--- config.mk ---
export PLATFORM = sky130hd
export DESIGN_NAME = tausworthe_multi
export DESIGN_NICKNAME = d
export VERILOG_FILES = /design/src/rtl/tausworthe_multi.sv
export SDC_FILE = /design/constraint.sdc
export NUM_CORES = 1
export LEC_CHECK = 0
export CORE_MARGIN = 3
export CORE_UTILIZATION = 47
export CTS_BUF_LIST = sky130_fd_sc_hd__clkbuf_16
export CTS_CLUSTER_SIZE = 20
export DETAILED_ROUTE_END_ITERATION = 7
export PLACE_DENSITY = 0.65
export SYNTH_ARGS = -nofsm -noshare
export SYNTH_HDL_FRONTEND = slang
export SYNTH_SLANG_ARGS = --single-unit
export TNS_END_PERCENT = 20
--- constraint.sdc ---
create_clock -name clk_in -period 5.4 [get_ports clk_in]
set_input_delay 1.08 -clock clk_in [delete_from_list [all_inputs] [get_ports clk_in]]
set_output_delay 1.08 -clock clk_in [all_outputs]
set_load 0.02 [all_outputs]
--- src/rtl/tausworthe_multi.sv ---
// Multi-channel three-component Tausworthe uniform generator with a valid/ready hold register,
// single-shot or continuous triggering and per-component runtime seeding.
module tausworthe_multi #(
  parameter int unsigned N  = 8,
  parameter int unsigned CH = 2
) (
  input  logic              clk_in,
  input  logic              reset_in,
  input  logic              en_in,
  input  logic              mode_cont,
  input  logic              out_ready,
  input  logic              seed_load,
  input  logic [2:0]        seed_ch,
  input  logic [1:0]        seed_sel,
  input  logic [31:0]       seed_data,
  output logic              out_valid,
  output logic [CH*N-1:0]   urng_out,
  output logic [31:0]       sample_cnt
);

  typedef enum logic [0:0] {StIdle, StValid} state_e;

  state_e        state_q;
  logic          en_prev_q;
  logic [31:0]   s0_q  [CH];
  logic [31:0]   s1_q  [CH];
  logic [31:0]   s2_q  [CH];
  logic [31:0]   s0_nx [CH];
  logic [31:0]   s1_nx [CH];
  logic [31:0]   s2_nx [CH];
  logic [31:0]   mix   [CH];
  logic [CH*N-1:0] sample;
  logic          start;
  logic          step;
  logic          accept;

  function automatic logic [31:0] chan_offset(input logic [31:0] base, input int k);
    return base + (32'(k) << 24);
  endfunction

  function automatic logic [31:0] step0(input logic [31:0] s);
    return ((s & 32'hFFFF_FFFE) << 12) ^ (((s << 13) ^ s) >> 19);
  endfunction

  function automatic logic [31:0] step1(input logic [31:0] s);
    return ((s & 32'hFFFF_FFF8) << 4) ^ (((s << 2) ^ s) >> 25);
  endfunction

  function automatic logic [31:0] step2(input logic [31:0] s);
    return ((s & 32'hFFFF_FFF0) << 17) ^ (((s << 3) ^ s) >> 11);
  endfunction

  always_comb begin
    sample = '0;
    for (int k = 0; k < int'(CH); k++) begin
      s0_nx[k] = step0(s0_q[k]);
      s1_nx[k] = step1(s1_q[k]);
      s2_nx[k] = step2(s2_q[k]);
      mix[k]   = s0_nx[k] ^ s1_nx[k] ^ s2_nx[k];
      sample[k*N +: N] = mix[k][N-1:0];
    end
  end

  // Single-shot mode triggers only on the rising edge of the request.
  assign start  = mode_cont ? en_in : (en_in & ~en_prev_q);
  assign accept = (state_q == StValid) & out_ready;
  assign step   = ~seed_load &
                  ((state_q == StIdle) ? start : (out_ready & mode_cont & en_in));

  always_ff @(posedge clk_in) begin
    if (reset_in) begin
      state_q    <= StIdle;
      out_valid  <= 1'b0;
      urng_out   <= '0;
      sample_cnt <= '0;
      en_prev_q  <= 1'b0;
      for (int k = 0; k < int'(CH); k++) begin
        s0_q[k] <= chan_offset(32'h00FF_FFFF, k);
        s1_q[k] <= chan_offset(32'h00CC_CCCC, k);
        s2_q[k] <= chan_offset(32'h00FF_00FF, k);
      end
    end else begin
      en_prev_q <= en_in;
      if (accept) begin
        sample_cnt <= sample_cnt + 32'd1;
      end
      if (step) begin
        state_q   <= StValid;
        out_valid <= 1'b1;
        urng_out  <= sample;
        for (int k = 0; k < int'(CH); k++) begin
          s0_q[k] <= s0_nx[k];
          s1_q[k] <= s1_nx[k];
          s2_q[k] <= s2_nx[k];
        end
      end else if (accept) begin
        state_q   <= StIdle;
        out_valid <= 1'b0;
      end
      // Step is suppressed during seed writes, so these never race the step update.
      if (seed_load) begin
        for (int k = 0; k < int'(CH); k++) begin
          if (seed_ch == 3'(k)) begin
            case (seed_sel)
              2'd0: s0_q[k] <= (seed_data < 32'd2)  ? chan_offset(32'h00FF_FFFF, k) : seed_data;
              2'd1: s1_q[k] <= (seed_data < 32'd8)  ? chan_offset(32'h00CC_CCCC, k) : seed_data;
              2'd2: s2_q[k] <= (seed_data < 32'd16) ? chan_offset(32'h00FF_00FF, k) : seed_data;
              default: ;
            endcase
          end
        end
      end
    end
  end

endmodule

==> results.sh <==
export IMPL_run_status="complete, no violations"
export IMPL_syn2layout_area_growth_pct=19.8
export IMPL_synth_commonest_cells="edfxtp_1, a22o_1, xnor2_1"
export IMPL_chipHeight_um=155
export IMPL_r2r_cells=4
export IMPL_vias=7366
export IMPL_ys_async_sr_fraction_pct=0
export IMPL_cpPeakStageDelay_ns=0.72
export IMPL_worst_pin_slew_ns=1.05
export IMPL_holdBufCountCts=0
export IMPL_netlist_area_sq_um=10400
export IMPL_setup_tns_ns=0
export IMPL_path_clk_slew_ns=0.06
export IMPL_syn_nets=835
export IMPL_power_density_nw_per_um2=335
export IMPL_slew_limit_headroom_pct=29.4
export IMPL_grt_start_max_net_pins=80
export IMPL_antenna_cells=0
export IMPL_drt_iter0_drc=750
export IMPL_final_core_util_pct=58.4
export IMPL_routed_top_layer="met4"
export IMPL_synth_ff_type="edfxtp_1"
export IMPL_dp_hpwl_mm=19.2
export IMPL_cts_setup_buffers=0
export IMPL_avgSynthCellArea_sq_um=13.2
export IMPL_viasPerCell=6.29
export IMPL_synth_edff_count=176
export IMPL_yosysMostFrequentCell="edfxtp_1"
export IMPL_timing_rr_start="out_valid"
export IMPL_num_nets_final=923
export IMPL_path_max_fanout=58
export IMPL_synth_seq_area_share_pct=60.2
export IMPL_grt_pass1_wl_mm=43.5
export IMPL_core_sq_um=21400
export IMPL_cts_sinks=226
export IMPL_cp_slowest_cell="clkdlybuf4s50_1"
export IMPL_crit_chain="clkdlybuf4s50_1, nand2_1, o21ai_1, nand3_2, buf_4, o22a_1"
export IMPL_critPathCaptureType="flip-flop"
export IMPL_synth_seq_cells=226
export IMPL_crit_type="input pin to flip-flop"
export IMPL_skew_ns=0.0126
export IMPL_die_area_sq_um=24000
export IMPL_synthCells=791
export IMPL_num_fill_cells=1745
export IMPL_crit_end="s0_q[0][20]"
export IMPL_yosys_warnings=0
export IMPL_cp_required_ns=5.65
export IMPL_post_route_min_period_ns=3.69
export IMPL_ant_nets=0
export IMPL_num_rows=53
export IMPL_yosysTopAreaCellShare_pct=50.6
export IMPL_wl_met2_mm=13.2
export IMPL_period_share_pct=68.3
export IMPL_numCtsBuffers=24
export IMPL_min_from="urng_out[7]"
export IMPL_globalplace_congestion=0.879
export IMPL_crit_path_start="out_ready"
export IMPL_hold_viol=0
export IMPL_drive_above_1_share_pct=9.60
export IMPL_synthDistinctLibCells=47
export IMPL_finalSetupViolations=0
export IMPL_clk_latency_ns=0.52
export IMPL_worst_r2r_endpoint="s0_q[0][20]"
export IMPL_start_kind="input pin"
export IMPL_die_w_um=155
export IMPL_grt_pass1_vias=7119
export IMPL_cts_resized=0
export IMPL_io_pins=92
export IMPL_routed_wl_mm=29.3
export IMPL_first_pass_iters=5
export IMPL_yosysTopAreaCell="edfxtp_1"
export IMPL_arrival_ns=3.94
export IMPL_cts_root_buf="clkbuf_16"
export IMPL_hp_class="flip-flop to flip-flop"
export IMPL_rsz0062_at_grt="no"
export IMPL_tritoncts="built"
export IMPL_ir_worst_vdd_uv=190
export IMPL_cts_buffer_depth=3
export IMPL_synthTopCellsByArea="edfxtp_1, dfxtp_1, a22o_1"
export IMPL_fmax_mhz=271
export IMPL_met1_length_mm=12.4
export IMPL_drv_cap=0
export IMPL_start_util_pct=48.8
export IMPL_port_buffers=90
export IMPL_grt_antenna_before_repair=0
export IMPL_htreeDepth=1
export IMPL_ff2ff_setup_slack_ns=2.36
export IMPL_drcViolationCount=0
export IMPL_track_usage_pct=23.8
export IMPL_routedWlPerCell_um=25.0
export IMPL_leakagePower_nw=3.86
export IMPL_dr_wl_met3_mm=2.70
export IMPL_overflow=0
export IMPL_maxSlewViolCount=0
registers in the layout, summed over array words and instances (netlist names):
register    count
urng_out       16
s2_q           56
s1_q           58
out_valid       1
s0_q           62
en_prev_q       1
sample_cnt     32
cell usage in the layout (no fill, tap or decap), drive strengths merged, types with 3 or more instances in the layout:
cell	instances
or2	4
nor2b	9
a2bb2oi	21
a21oi	31
dfxtp	50
nor3	5
a22o	78
a211oi	14
clkinv	8
o22a	70
o21a	3
nor2	19
nand4	13
xor2	51
mux2	5
or3	10
clkbuf	25
o21ai	15
or4	9
bufinv	5
buf	25
nand2	22
inv	12
edfxtp	176
o31ai	7
clkdlybuf4s50	89
nand3	13
xnor2	73
o41ai	3
nor4	12
metrics by stage:
stage | cells | hold slack (ns) | instance area (sq um) | power, mW | worst slack (ns)
4_1_cts | 1171 | 0.501 | 12500 | 4.21 | 1.75
3_5_place_dp | 1128 | 0.493 | 11700 | 2.46 | 1.21
6_report | 1171 | 0.500 | 12500 | 4.18 | 1.71
3_3_place_gp | 1128 | 0.480 | 11700 | 2.45 | 1.24
5_1_grt | 1171 | 0.520 | 12500 | 4.31 | 1.51
2_1_floorplan | 791 | 0.506 | 10400 | 2.27 | 0.660
cells by family (layout without fill, tap and decap cells):
logic type	Yosys count	after routing	share of synthesized area, %
XOR/XNOR	124	124	10.4
adder cells (fa/ha/maj)	1	1	0.120
flip-flops	226	226	60.2
buffers and inverters	61	166	2.56
AND/OR/NAND/NOR	123	123	7.01
multiplexers	5	5	0.539
AO/OA/AOI/OAI	251	251	19.2
how the worst min path moves through the flow:
stage                          end  slack (ns)  cells after the start
CTS                    urng_out[7]        0.50                      2
detailed placement     urng_out[7]        0.49                      2
floorplan              s2_q[0][21]        0.51                      1
global route        sample_cnt[29]        0.52                      2
finish                 urng_out[7]        0.50                      2
global placement    sample_cnt[30]        0.48                      2
cell type report:
type | instances | area [sq um] | share of cell area (%)
clock buffer | 25 | 626 | 5.00
sequential | 226 | 6290 | 50.3
inverter | 9 | 33.8 | 0.270
timing repair buffer | 114 | 1080 | 8.60
clock inverter | 18 | 218 | 1.74
tap | 275 | 344 | 2.75
multi-input combinational | 504 | 3930 | 31.4
layer usage:
layer  global-route usage, %  up-vias
met2                    36.4      334
met1                    34.3     3689
li1                        -     3289
met3                    4.45       54
met5                       0        -
met4                    8.07        0
power breakdown:
group / leakage [nW] / internal (mW) / switching [mW]
sequential: 1.97 / 1.96 / 0.0501
combinational: 1.46 / 0.166 / 0.254
clock: 0.422 / 1.08 / 0.679
total: 3.86 / 3.20 / 0.982
critical path: cells and delay by family:
kind / cells / cell delay (ns)
buf+inv: 2 / 1.24
simple gates: 2 / 0.70
compound gates: 2 / 0.87
Note: power is estimated with default switching activity, not from simulation.
